<file path="src/rtl/text_console_writer_if.sv">
// Byte stream input plus text RAM port of the console writer.
// slave is the writer itself; master is the byte source / RAM side.
interface text_console_writer_if #(
    parameter int unsigned ADDR_W = 10
) ();
    logic [7:0]        char_in;
    logic              char_valid;
    logic              char_ready;
    logic [ADDR_W-1:0] ram_addr;
    logic              ram_we;
    logic [7:0]        ram_din;
    logic [7:0]        ram_dout;

    modport slave (
        input  char_in, char_valid, ram_dout,
        output char_ready, ram_addr, ram_we, ram_din
    );

    modport master (
        output char_in, char_valid, ram_dout,
        input  char_ready, ram_addr, ram_we, ram_din
    );
endinterface

</file>
<file path="src/rtl/text_console_writer.sv">
// Console writer: turns a byte stream into text RAM writes, handling cursor,
// line wrap, control codes, one-row scroll-up and full-screen clear.
module text_console_writer #(
    parameter int unsigned COLS   = 40,
    parameter int unsigned ROWS   = 25,
    parameter int unsigned ADDR_W = 10,
    parameter logic [7:0]  FILL   = 8'h20
) (
    input  logic                 clk_i,
    input  logic                 resetn_i,
    text_console_writer_if.slave bus,
    output logic [5:0]           cursor_col_o,
    output logic [4:0]           cursor_row_o,
    output logic                 busy_o
);
    localparam logic [ADDR_W-1:0] LastAddr    = ADDR_W'(ROWS * COLS - 1);
    localparam logic [ADDR_W-1:0] LastRowBase = ADDR_W'((ROWS - 1) * COLS);
    localparam logic [ADDR_W-1:0] ColsA       = ADDR_W'(COLS);
    localparam logic [5:0]        LastCol     = 6'(COLS - 1);
    localparam logic [4:0]        LastRow     = 5'(ROWS - 1);

    typedef enum logic [2:0] {
        StClearAll,
        StIdle,
        StWrite,
        StScrollRd,
        StScrollWr,
        StClearLine,
        StConsume
    } state_e;

    state_e            state_q, state_d;
    logic [ADDR_W-1:0] ptr_q, ptr_d;
    logic [5:0]        col_q, col_d;
    logic [4:0]        row_q, row_d;
    logic [7:0]        byte_q, byte_d;
    logic [ADDR_W-1:0] cur_addr;
    logic              is_bs;

    assign cur_addr = ADDR_W'(32'(row_q) * COLS + 32'(col_q));
    // A backspace reuses StWrite to blank the cell but must not advance the cursor.
    assign is_bs    = (byte_q == 8'h08);

    always_comb begin
        state_d        = state_q;
        ptr_d          = ptr_q;
        col_d          = col_q;
        row_d          = row_q;
        byte_d         = byte_q;
        bus.char_ready = 1'b0;
        bus.ram_we     = 1'b0;
        bus.ram_addr   = '0;
        bus.ram_din    = '0;

        unique case (state_q)
            StClearAll: begin
                // Gated by reset so the port stays quiet while reset is held.
                bus.ram_we   = resetn_i;
                bus.ram_din  = resetn_i ? FILL : 8'h00;
                bus.ram_addr = ptr_q;
                if (ptr_q == LastAddr) begin
                    ptr_d   = '0;
                    col_d   = '0;
                    row_d   = '0;
                    state_d = StIdle;
                end else begin
                    ptr_d = ptr_q + ADDR_W'(1);
                end
            end

            StIdle: begin
                bus.char_ready = 1'b1;
                if (bus.char_valid) begin
                    byte_d = bus.char_in;
                    if (bus.char_in >= 8'h20 && bus.char_in <= 8'h7E) begin
                        state_d = StWrite;
                    end else begin
                        case (bus.char_in)
                            8'h0D: begin
                                col_d   = '0;
                                state_d = StConsume;
                            end
                            8'h0A: begin
                                col_d = '0;
                                if (row_q != LastRow) begin
                                    row_d   = row_q + 5'd1;
                                    state_d = StConsume;
                                end else begin
                                    ptr_d   = ColsA;
                                    state_d = StScrollRd;
                                end
                            end
                            8'h08: begin
                                if (col_q != 6'd0) begin
                                    col_d   = col_q - 6'd1;
                                    state_d = StWrite;
                                end else begin
                                    state_d = StConsume;
                                end
                            end
                            8'h0C: begin
                                ptr_d   = '0;
                                state_d = StClearAll;
                            end
                            default: state_d = StConsume;
                        endcase
                    end
                end
            end

            StWrite: begin
                bus.ram_we   = 1'b1;
                bus.ram_addr = cur_addr;
                bus.ram_din  = is_bs ? FILL : byte_q;
                state_d      = StIdle;
                if (!is_bs) begin
                    if (col_q != LastCol) begin
                        col_d = col_q + 6'd1;
                    end else begin
                        col_d = '0;
                        if (row_q != LastRow) begin
                            row_d = row_q + 5'd1;
                        end else begin
                            ptr_d   = ColsA;
                            state_d = StScrollRd;
                        end
                    end
                end
            end

            StScrollRd: begin
                bus.ram_addr = ptr_q;
                state_d      = StScrollWr;
            end

            StScrollWr: begin
                // ram_dout holds the cell one row below the destination.
                bus.ram_we   = 1'b1;
                bus.ram_addr = ptr_q - ColsA;
                bus.ram_din  = bus.ram_dout;
                if (ptr_q == LastAddr) begin
                    ptr_d   = LastRowBase;
                    state_d = StClearLine;
                end else begin
                    ptr_d   = ptr_q + ADDR_W'(1);
                    state_d = StScrollRd;
                end
            end

            StClearLine: begin
                bus.ram_we   = 1'b1;
                bus.ram_addr = ptr_q;
                bus.ram_din  = FILL;
                if (ptr_q == LastAddr) begin
                    ptr_d   = '0;
                    state_d = StIdle;
                end else begin
                    ptr_d = ptr_q + ADDR_W'(1);
                end
            end

            StConsume: state_d = StIdle;

            default: state_d = StIdle;
        endcase
    end

    always_ff @(posedge clk_i or negedge resetn_i) begin
        if (!resetn_i) begin
            state_q <= StClearAll;
            ptr_q   <= '0;
            col_q   <= '0;
            row_q   <= '0;
            byte_q  <= '0;
        end else begin
            state_q <= state_d;
            ptr_q   <= ptr_d;
            col_q   <= col_d;
            row_q   <= row_d;
            byte_q  <= byte_d;
        end
    end

    assign cursor_col_o = col_q;
    assign cursor_row_o = row_q;
    assign busy_o       = (state_q != StIdle);
endmodule

</file>
<file path="src/flat_wrapper.sv">
// flat-port wrapper written by rule: the top's interface ports become plain ports
module text_console_writer_flat 
#(
    parameter int unsigned COLS   = 40,
    parameter int unsigned ROWS   = 25,
    parameter int unsigned ADDR_W = 10,
    parameter logic [7:0]  FILL   = 8'h20
)
  (clk_i, resetn_i, cursor_col_o, cursor_row_o, busy_o, bus_char_in, bus_char_valid, bus_ram_dout, bus_char_ready, bus_ram_addr, bus_ram_we, bus_ram_din);
  text_console_writer_if #(.ADDR_W(ADDR_W)) bus_i ();
  input  logic clk_i;
  input  logic resetn_i;
  output logic [5:0] cursor_col_o;
  output logic [4:0] cursor_row_o;
  output logic busy_o;
  input wire logic [$bits(bus_i.char_in)-1:0] bus_char_in;
  input wire logic [$bits(bus_i.char_valid)-1:0] bus_char_valid;
  input wire logic [$bits(bus_i.ram_dout)-1:0] bus_ram_dout;
  output wire logic [$bits(bus_i.char_ready)-1:0] bus_char_ready;
  output wire logic [$bits(bus_i.ram_addr)-1:0] bus_ram_addr;
  output wire logic [$bits(bus_i.ram_we)-1:0] bus_ram_we;
  output wire logic [$bits(bus_i.ram_din)-1:0] bus_ram_din;
  assign bus_i.char_in = bus_char_in;
  assign bus_i.char_valid = bus_char_valid;
  assign bus_i.ram_dout = bus_ram_dout;
  assign bus_char_ready = bus_i.char_ready;
  assign bus_ram_addr = bus_i.ram_addr;
  assign bus_ram_we = bus_i.ram_we;
  assign bus_ram_din = bus_i.ram_din;
  text_console_writer #(.COLS(COLS), .ROWS(ROWS), .ADDR_W(ADDR_W), .FILL(FILL)) u_core (.clk_i(clk_i), .resetn_i(resetn_i), .bus(bus_i), .cursor_col_o(cursor_col_o), .cursor_row_o(cursor_row_o), .busy_o(busy_o));
endmodule
</file>
<file path="config.mk">
export PLATFORM = sky130hd
export DESIGN_NAME = text_console_writer_flat
export DESIGN_NICKNAME = d
export VERILOG_FILES = /design/src/rtl/text_console_writer_if.sv /design/src/rtl/text_console_writer.sv /design/src/flat_wrapper.sv
export SDC_FILE = /design/constraint.sdc
export NUM_CORES = 1
export LEC_CHECK = 0
export ABC_CLOCK_PERIOD_IN_PS = 2850
export BUFFER_PORTS_ARGS = -buffer_cell sky130_fd_sc_hd__buf_2
export CAP_MARGIN = 20
export CORE_UTILIZATION = 30
export CTS_CLUSTER_SIZE = 10
export DETAILED_ROUTE_END_ITERATION = 8
export SETUP_SLACK_MARGIN = 0.3
export SLEW_MARGIN = 40
export SYNTH_ARGS = -nofsm -noshare
export SYNTH_HDL_FRONTEND = slang
export SYNTH_SLANG_ARGS = --single-unit
</file>
<file path="constraint.sdc">
create_clock -name clk_i -period 2.85 [get_ports clk_i]
set_clock_uncertainty 0.2 [all_clocks]
set_input_delay 0.285 -clock clk_i [delete_from_list [all_inputs] [get_ports clk_i]]
set_output_delay 0.285 -clock clk_i [all_outputs]
set_load 0.03 [all_outputs]
</file>
# Yosys cells after proc, flatten, opt, wreduce, memory -nomap -nowiden
# Index checks and enable logic that the tools add are counted.
# totals
word_cells	94
inputBits	19
ff_bits	32
output_inout_bits	32
# classes
mul	1
addsub	6
order_cmp	2
eq_ne	24
n_mux	42
n_reduce_logical	14
# ops
operator	n
$mux 10	7
$mux 6	7
$eq 8x4->1 const B	5
$pmux 10 s4	1
$mux 5	7
$pmux 8 s4	1
$pmux 10 s3	1
$mux 3	8
$pmux 10 s2	1
$pmux 6 s3	1
$pmux 3 s5	1
$pmux 5 s3	1
$reduce_and 7->1	2
$pmux 6 s2	1
$add 10x1->10 const B	1
$add 10x6->10	1
$eq 10x10->1 const B	1
$ne 2x2->1 const B	5
$sub 10x6->10 const B	1
$pmux 3 s3	1
$ge 8x6->1 const B	1
$le 8x7->1 const B	1
$mux 8	1
$mul 5x3->7 const B	1
24 further kinds	31

# Depth between registers and ports, before layout
# Gate-level depths: netlist (run 1).
# logic_depth
word_depth	6
depth_mapped	9
ltp_nobuf	8

# Least setup slack after synthesis (run 1)
# OpenSTA, ideal clock, no wires.
# synth_timing
path_kind	register -> output
startpoint	reg u_core.row_q[1], in the netlist u_core.cursor_row_o[1]
endpoint	out bus_ram_addr[9]
path_buffers	0
required_time_ns	2.365
stages_incl_launch_ff	9
setup_slack_ns	-0.312
t_arrival_ns	2.677
path_cell_list	dfrtp_1 -> ha_1 -> ha_1 -> fa_1 -> nand2_1 -> nor3b_1 -> xnor2_1 -> xnor2_1 -> o211ai_1
# synth_via
elab_chain_cells	3
# synth_rtl
element	line	source
start, declared	text_console_writer.sv:35	logic [4:0] row_q, row_d;
start signal, assigned	text_console_writer.sv:179	row_q <= row_d;
$mul 5x3->7	text_console_writer.sv:40	assign cur_addr = ADDR_W'(32'(row_q) * COLS + 32'(col_q));
$add 10x6->10	text_console_writer.sv:40	
$pmux 10 s3	text_console_writer.sv:55	unique case (state_q)
end, declared	flat_wrapper.sv:20	output wire logic [$bits(bus_i.ram_addr)-1:0] bus_ram_addr;
# No other way between the ends.

# Final worst setup path (run 1)
# layout_timing
startpoint	reg u_core.row_q[3], in the netlist u_core.cursor_row_o[3]
endpoint	out bus_ram_addr[9]
# Same word-level chain as after synthesis.

==> results of run 1 <==
-- layout by cell type (no fill, tap or decap), drive strengths merged, types with 8 or more instances in the layout --
| cell | n |
|---|---|
| nor2 | 27 |
| mux2 | 9 |
| o21ai | 33 |
| ha | 17 |
| nand2 | 32 |
| nand3 | 12 |
| buf | 83 |
| inv | 15 |
| a21oi | 26 |
| o211ai | 8 |
| dfrtp | 32 |
-- timing repair --
action | 4_1_cts | 5_1_grt
setup endpoints to repair | 8 | 16
setup buffers | 3 | 3
gates cloned | 0 | 0
gates resized for setup | 20 | 15
pin swaps | 6 | 1
hold endpoints to repair | 32 | 0
hold buffers | 1 | 0
-- flip-flops by register name, summed over array words and instances, names as in the netlist --
name and flops:
u_core.state_q 3, u_core.ptr_q 10, u_core.byte_q 8, u_core.cursor_row_o 5
u_core.cursor_col_o 6
-- power by group --
group / total (mW) / internal (mW) / switching (mW)
logic: 3.00 / 1.15 / 1.86
clock network: 0.372 / 0.173 / 0.199
registers: 0.825 / 0.624 / 0.200
-- area by class of cell --
cell class                      count  area, um2
Fill cell                         967       5870
Multi-Input combinational cell    299       2230
Sequential cell                    32        810
Timing Repair Buffer               84        546
Tap cell                          133        166
Clock buffer                        5       68.8
Inverter                           15       56.3
Clock inverter                      3       23.8
-- through the flow --
step	util [%]	setup slack, ns	instance area [um2]	TNS (ns)	hold WS [ns]
after global routing	39.9	-0.235	3900	-0.454	0.0774
after CTS	38.9	-0.132	3800	-0.158	0.0615
after floorplan	-	-0.0950	3060	-0.0950	-0.211
after global placement	36.9	0.146	3610	0	0.167
final	39.9	-0.150	3900	-0.185	0.0723
after detailed placement	36.9	0.106	3610	0	0.165
-- per-layer routing --
metal | vias up | wire length, um | global-route usage (%) | share of wire [%]
li1 | 1535 | - | - | -
met1 | 1553 | 4100 | 23.9 | 43
met2 | 105 | 4860 | 32.9 | 50
met3 | 19 | 469 | 2.53 | 4.9
met4 | 0 | 210 | 7.36 | 2.2
met5 | - | 0 | 0 | 0
-- worst max-delay path by stage --
stage | startpoint | end | slack (ns) | depth (start not counted)
3_3_place_gp | u_core.cursor_row_o[3] | bus_ram_addr[9] | 0.15 | 9
5_1_grt | u_core.cursor_row_o[3] | bus_ram_addr[9] | -0.23 | 9
4_1_cts | u_core.cursor_row_o[3] | bus_ram_addr[9] | -0.13 | 9
3_5_place_dp | u_core.cursor_row_o[3] | bus_ram_addr[9] | 0.11 | 9
6_report | u_core.cursor_row_o[3] | bus_ram_addr[9] | -0.15 | 9
2_1_floorplan | u_core.cursor_row_o[3] | bus_ram_addr[9] | -0.1 | 8
-- cells by family after synthesis --
kind of cell | synth area share, %
buffers and inverters | 4.35
multiplexers | 5.01
XOR/XNOR | 3.48
adder cells (fa/ha/maj) | 8.37
AO/OA/AOI/OAI | 28.1
flip-flops | 26.5
AND/OR/NAND/NOR | 24.2
==> flow_summary_export.csv, run 1 <==
group,metric,value,unit
worst_setup_path,crit_fanout,2,
logic_synthesis,netlist_top_cells_count,"o21ai_0, dfrtp_1, nand2_1",
sta,max_freq,0.333,GHz
clock_network,clockBufferDepth,2,
logic_synthesis,async_flop_share,100,%
clock_network,path_clk_slew,0.08,ns
finish,fin_nets,475,
sta,finalMaxSlewViolations,0,
floorplanning,die_w,102,um
worst_setup_path,critical_path.max_stage_delay,0.43,ns
placement,place.gp.congestion,0.853,
run_status,status,"complete, but fails checks",
logic_synthesis,synth_area_leaders,"dfrtp_1, ha_1, o21ai_0",
worst_setup_path,reg2reg_slack,0.35,ns
placement,dp_cells,556,
worst_setup_path,crit_chain,"ha_4 -> ha_4 -> fa_1 -> xnor2_2 -> nor3b_2 -> xnor2_1 -> xnor2_1 -> o211ai_1 -> buf_4",
logic_synthesis,synth.distinct_cells,69,
clock_network,cts-buffers-inserted,5,
placement,place_hpwl,7220,um
logic_synthesis,avgSynthCellArea,8.30,um2
floorplanning,coreArea,9770,um2
global_routing,antenna_found_initial,0,
sta,worst_pin_slew,0.521,ns
worst_setup_path,worstReg2RegEnd,"u_core.cursor_row_o[3]",
clock_network,clock-sinks,32,
route,drc,0,
floorplanning,rows,36,
worst_setup_path,required,2.37,ns
global_routing,grt_pass1_vias,3114,
worst_setup_path,crit_arrival,2.52,ns
min_path,hp-class,"primary input to flip-flop",
floorplanning,io_pins,51,
route,via_per_inst,5.63,
worst_setup_path,r2r.worst_path.cells,6,
finish,drive_gt1_share,32.6,%
finish,diodes,0,
logic_synthesis,synth_largest_area_cell,"dfrtp_1",
worst_setup_path,critical_path.top_delay_family,"adder cells",
logic_synthesis,synth-edff-count,0,
sta,min_period,3.00,ns
route,detailedRoute.firstPassIterationCount,5,
logic_synthesis,synth_nets,402,
floorplanning,die_area,10500,um2
min_path,hold_end,"u_core.byte_q[3]",
global_routing,grt_max_degree,33,
global_routing,grt_usage,19.0,%
logic_synthesis,seq_area_frac_synth,26.5,%
clock_network,h-tree-depth,2,
worst_setup_path,worstSetupStartpointType,"flip-flop",
worst_setup_path,critPathBufInv,1,
logic_synthesis,syn_area,3020,um2
logic_synthesis,ys.flop_type,"dfrtp_1",
power_and_ir_drop,cellPowerDensity,1080,nW/um2
placement,port_buffers,50,
sta,setup_violations,2,
route,drtAntennaViolNets,0,
power_and_ir_drop,power.total,4.20,mW
worst_setup_path,critPathSlowestCell,"dfrtp_2",
power_and_ir_drop,leakage,1.64,nW
min_path,hold_depth,2,
clock_network,cts_root_buf,"clkbuf_8",
route,wirelength,9630,um
floorplanning,start_util,30.9,%
logic_synthesis,yosys_warnings,0,
logic_synthesis,synth-seq-cells,32,
global_routing,overflow,0,
logic_synthesis,postSynthCellCount,364,
route,drtIter0Drc,201,
finish,syn_to_final_growth,29.2,%
global_routing,grt_pass1_wl,15500,um
sta,hold_violations,0,
route,wl_per_cell,16.9,um
power_and_ir_drop,ir_drop,456,uV
run_status,violations,"negative setup slack",
worst_setup_path,timing.rr.start,"u_core.cursor_col_o[3]",
logic_synthesis,synth_top_area_share,26.5,%
worst_setup_path,endpoint_kind,"output pin",
clock_network,insertion_delay,0.30,ns
sta,fin_crit_sh,105,%
finish,instances_no_fill,571,
min_path,hold_path_startpoint,"bus_char_in[3]",
sta,rsz0062_at_grt,"yes",
job,drv_cap,0,
sta,fin_ws,-0.150,ns
worst_setup_path,path_class,"flip-flop to output pin",
floorplanning,die-height,102,um
logic_synthesis,synth_most_common_cell,"o21ai_0",
sta,relSlewSlack,64.8,%
route,vias,3212,
clock_network,cts_tree,"yes",
No activity file was read; power rests on OpenSTA's default activity.
==> run 2, diff against run 1 <==
Settings changed: RECOVER_POWER set to 100.
==> flow_summary_export.csv, run 2 (same netlist as run 1, synthesis figures left out) <==
group,metric,value,unit
worst_setup_path,endpoint_kind,"output pin",
sta,min_period,3.00,ns
global_routing,grt_pass1_vias,3114,
clock_network,cts_root_buf,"clkbuf_8",
clock_network,clock-sinks,32,
finish,final_util,39.2,%
finish,n_fill_cell,995,
global_routing,grt_usage,19.0,%
floorplanning,io_pins,51,
placement,pre_cts_ws,0.106,ns
clock_network,insertion_delay,0.30,ns
worst_setup_path,critical_path.top_delay_family,"adder cells",
finish,drive_gt1_share,26.5,%
sta,worst_pin_slew,0.855,ns
floorplanning,die_w,102,um
route,wirelength,9640,um
min_path,hp-class,"primary input to flip-flop",
route,drtAntennaViolNets,0,
worst_setup_path,worstSetupStartpointType,"flip-flop",
finish,multi_input_area,2220,um2
finish,diodes,0,
sta,fin_setup_tns,-0.199,ns
floorplanning,start_util,30.9,%
power_and_ir_drop,ir_drop,430,uV
clock_network,h-tree-depth,2,
route,wl_per_cell,16.9,um
finish,mostFrequentLayoutCells,"nand2_1, o21ai_0, dfrtp_1",
global_routing,overflow,0,
global_routing,grt_pass1_wl,15500,um
sta,fin_ws,-0.150,ns
sta,max_freq,0.333,GHz
route,drtIter0Drc,174,
finish,syn_to_final_growth,26.8,%
floorplanning,die_area,10500,um2
route,vias,3226,
placement,place.gp.congestion,0.853,
clock_network,clockBufferDepth,2,
placement,port_buffers,50,
floorplanning,rows,36,
power_and_ir_drop,leakage,1.56,nW
run_status,status,"complete, but fails checks",
finish,final_common_cell,"nand2_1",
power_and_ir_drop,cellPowerDensity,1070,nW/um2
finish,seqCellArea,806,um2
worst_setup_path,path_class,"flip-flop to output pin",
clock_network,cts-buffers-inserted,5,
clock_network,path_clk_slew,0.08,ns
worst_setup_path,crit_chain,"ha_4 -> ha_4 -> fa_1 -> xnor2_2 -> nor3b_2 -> xnor2_1 -> xnor2_1 -> o211ai_1 -> buf_4",
placement,place_hpwl,7220,um
finish,regMostFlops,"u_core.ptr_q",
worst_setup_path,crit_arrival,2.52,ns
worst_setup_path,critPathSlowestCell,"dfrtp_2",
run_status,violations,"negative setup slack",
clock_network,cts_tree,"yes",
worst_setup_path,crit_fanout,2,
sta,hold_violations,0,
sta,relSlewSlack,43.0,%
sta,fin_crit_sh,105,%
route,drc,0,
finish,largest_reg_flops,10,
global_routing,grt_max_degree,33,
global_routing,antenna_found_initial,0,
route,via_per_inst,5.65,
sta,setup_violations,3,
job,drv_cap,0,
finish,fin_nets,475,
floorplanning,die-height,102,um
sta,finalMaxSlewViolations,0,
sta,rsz0062_at_grt,"yes",
worst_setup_path,critPathBufInv,1,
route,detailedRoute.firstPassIterationCount,5,
worst_setup_path,required,2.37,ns
floorplanning,coreArea,9770,um2
worst_setup_path,critical_path.max_stage_delay,0.43,ns
==> run 2: cell types whose count changed in the layout (fill, tap and decap cells not counted), moves of 3 or more <==
cell,before,now
dfrtp_1,25,28
clkbuf_1,0,21
clkbuf_2,0,8
buf_2,44,24
buf_4,33,25
dfrtp_2,7,4
==> run 2: metrics by stage <==
step | power [mW] | hold slack [ns] | instance area [um2] | cells
final | 4.10 | 0.0705 | 3830 | 571
after floorplan | 2.75 | -0.211 | 3060 | 364
after CTS | 4.10 | 0.0615 | 3800 | 568
after global placement | 3.58 | 0.167 | 3610 | 556
after global routing | 4.41 | 0.0775 | 3830 | 571
after detailed placement | 3.62 | 0.165 | 3610 | 556
==> run 2: layout make-up <==
type / instances / area share [%]
inverter: 15 / 1.47
multi-input combinational: 299 / 58.0
sequential: 32 / 21.0
timing repair buffer: 84 / 12.8
clock inverter: 3 / 0.621
tap: 133 / 4.34
clock buffer: 5 / 1.80
==> run 2: per-layer routing <==
metal  wire length [um]  part of all wire (%)  vias up  track usage [%]
li1                   -                     -     1528                -
met1               4190                    43     1576             23.9
met2               4840                    50      103             32.9
met3                396                   4.1       19             2.53
met4                217                   2.3        0             7.36
met5                  0                     0        -                0
==> run 2: path summary, 6_finish.rpt <==
path / start / end / slack, ns / depth (start not counted)
setup / recovery: u_core.cursor_row_o[3] / bus_ram_addr[9] / -0.15 / 9
hold / removal: bus_char_in[3] / u_core.byte_q[3] / 0.07 / 2
setup reg to reg: u_core.state_q[2] / u_core.state_q[2] / -0.01 / 9
hold reg to reg: u_core.byte_q[1] / u_core.byte_q[1] / 0.33 / 2
max in group asynchronous: resetn_i / u_core.cursor_row_o[4] / 1.32 / 3
min in group asynchronous: resetn_i / u_core.byte_q[1] / 0.54 / 3
==> run 2: worst reg2reg max path: cells and delay by family, from the launching register on <==
kind	cells	cell delay, ns
compound gates	2	0.28
buf+inv	3	0.79
simple gates	4	1.08
flops	1	0.43
==> run 2: where the power goes <==
part / switching [mW] / total (mW) / internal, mW / leakage, nW
clock: 0.200 / 0.373 / 0.173 / 0.0404
combinational: 1.85 / 2.90 / 1.05 / 1.11
sequential: 0.198 / 0.822 / 0.623 / 0.401
==> run 2: timing repair <==
action | in CTS | in global routing
pin swaps | 6 | 1
resized for setup | 20 | 15
buffers inserted | 3 | 3
hold endpoints to repair | 32 | 0
setup endpoints to repair | 8 | 16
hold buffers | 1 | 0
==> run 3, diff against run 2 <==
Settings changed: ABC_CLOCK_PERIOD_IN_PS 2850 to 3800, CTS_CLUSTER_DIAMETER set to 60, RECOVER_POWER 100 to not set.
Clock period 2.85 ns to 3.8 ns, I/O delays scaled along.
==> flow_summary_export.csv, run 3 (same netlist as run 1, synthesis figures left out) <==
group,metric,value,unit
run_status,status,"finished, final reports clean",
route,drtAntennaViolNets,0,
placement,dp_cells,536,
clock_network,cts_setup_buffers,0,
sta,fin_setup_tns,0,ns
sta,fin_crit_sh,88.5,%
worst_setup_path,critical_path.max_stage_delay,0.53,ns
global_routing,grt_max_degree,34,
sta,hold_violations,0,
finish,final_cell_area,3550,um2
clock_network,clockBufferDepth,2,
route,drc,0,
route,via_per_inst,5.64,
worst_setup_path,critPathSlowestCell,"fa_1",
global_routing,overflow,0,
clock_network,cts_root_buf,"clkbuf_8",
floorplanning,io_pins,51,
min_path,hp-class,"primary input to flip-flop",
route,drtIter0Drc,156,
sta,worst_pin_slew,0.697,ns
floorplanning,rows,36,
placement,place_hpwl,6970,um
clock_network,h-tree-depth,2,
finish,regMostFlops,"u_core.ptr_q",
worst_setup_path,critical_path.top_delay_family,"adder cells",
sta,max_freq,0.297,GHz
sta,rsz0062_at_grt,"no",
finish,drive_gt1_share,22.3,%
floorplanning,start_util,30.9,%
worst_setup_path,required,3.22,ns
floorplanning,die_area,10500,um2
global_routing,grt_usage,18.4,%
power_and_ir_drop,leakage,1.53,nW
power_and_ir_drop,ir_drop,318,uV
clock_network,cts_tree,"yes",
clock_network,clock-sinks,32,
global_routing,antenna_found_initial,0,
finish,final_common_cell,"buf_2",
finish,n_fill_cell,1021,
finish,mostFrequentLayoutCells,"buf_2, o21ai_0, nand2_1, dfrtp_1, nor2_1",
route,detailedRoute.firstPassIterationCount,4,
finish,instances_no_fill,545,
floorplanning,coreArea,9770,um2
clock_network,path_clk_slew,0.07,ns
placement,port_buffers,50,
floorplanning,die_w,102,um
clock_network,insertion_delay,0.29,ns
route,wirelength,9120,um
sta,min_period,3.36,ns
job,drv_cap,0,
finish,diodes,0,
finish,fin_nets,449,
finish,final_util,36.3,%
global_routing,grt_pass1_vias,3108,
worst_setup_path,critPathBufInv,1,
worst_setup_path,path_class,"flip-flop to output pin",
sta,finalMaxSlewViolations,0,
global_routing,grt_pass1_wl,15100,um
sta,setup_violations,0,
worst_setup_path,crit_fanout,8,
worst_setup_path,worstSetupStartpointType,"flip-flop",
route,vias,3075,
route,wl_per_cell,16.7,um
worst_setup_path,endpoint_kind,"output pin",
worst_setup_path,crit_chain,"ha_1 -> ha_1 -> fa_1 -> nand2_1 -> nor3b_2 -> xnor2_1 -> xnor2_1 -> o211ai_1 -> buf_2",
worst_setup_path,crit_arrival,2.78,ns
floorplanning,die-height,102,um
finish,largest_reg_flops,10,
clock_network,cts-buffers-inserted,5,
placement,place.gp.congestion,0.850,
placement,postPlaceCellArea,3420,um2
power_and_ir_drop,cellPowerDensity,827,nW/um2
sta,relSlewSlack,53.3,%
finish,syn_to_final_growth,17.4,%
[run 3: per-layer routing]
| metal | vias to the layer above | global-route usage, % | routed length, um |
|---|---|---|---|
| met5 | - | 0 | 0 |
| met4 | 0 | 5.27 | 110 |
| met3 | 13 | 2.74 | 398 |
| met2 | 80 | 33.8 | 4600 |
| met1 | 1500 | 22.1 | 4010 |
| li1 | 1482 | - | - |
[run 3: metrics by stage]
stage | power (mW) | hold slack [ns] | setup slack (ns)
after floorplan | 2.05 | -0.116 | 0.543
after global placement | 2.55 | 0.242 | 0.785
after detailed placement | 2.59 | 0.244 | 0.644
after CTS | 2.93 | 0.175 | 0.320
after global routing | 3.17 | 0.181 | 0.309
final | 2.93 | 0.181 | 0.437
[run 3: final timing paths]
path | start | endpoint | slack, ns | cells after the start
worst max-delay path | u_core.cursor_row_o[3] | bus_ram_addr[9] | 0.44 | 9
max in group asynchronous | resetn_i | u_core.cursor_row_o[1] | 2.59 | 3
worst min register to register | u_core.byte_q[1] | u_core.byte_q[1] | 0.33 | 2
worst max register to register | u_core.state_q[1] | u_core.cursor_row_o[0] | 0.86 | 7
worst min-delay path | bus_char_in[3] | u_core.byte_q[3] | 0.18 | 2
min in group asynchronous | resetn_i | u_core.state_q[1] | 0.46 | 3
[run 3: layout make-up]
class                           count  area (um2)  area share [%]
Clock buffer                        5        68.8            1.94
Clock inverter                      3        42.5            1.20
Inverter                           15        56.3            1.59
Multi-Input combinational cell    299        2100            59.2
Sequential cell                    32         802            22.6
Tap cell                          133         166            4.69
Timing Repair Buffer               58         313            8.82
[run 3: what timing repair did]
item,4_1_cts,5_1_grt
hold buffers,1,0
endpoints found under the hold margin,32,0
endpoints found under the setup margin,0,1
gates resized for setup,0,2
[run 3: power breakdown]
group | internal, mW | switching, mW | total (mW) | leakage [nW]
combinational | 0.675 | 1.20 | 1.88 | 1.07
sequential | 0.465 | 0.256 | 0.721 | 0.406
clock | 0.194 | 0.138 | 0.332 | 0.0541
total | 1.33 | 1.60 | 2.93 | 1.53
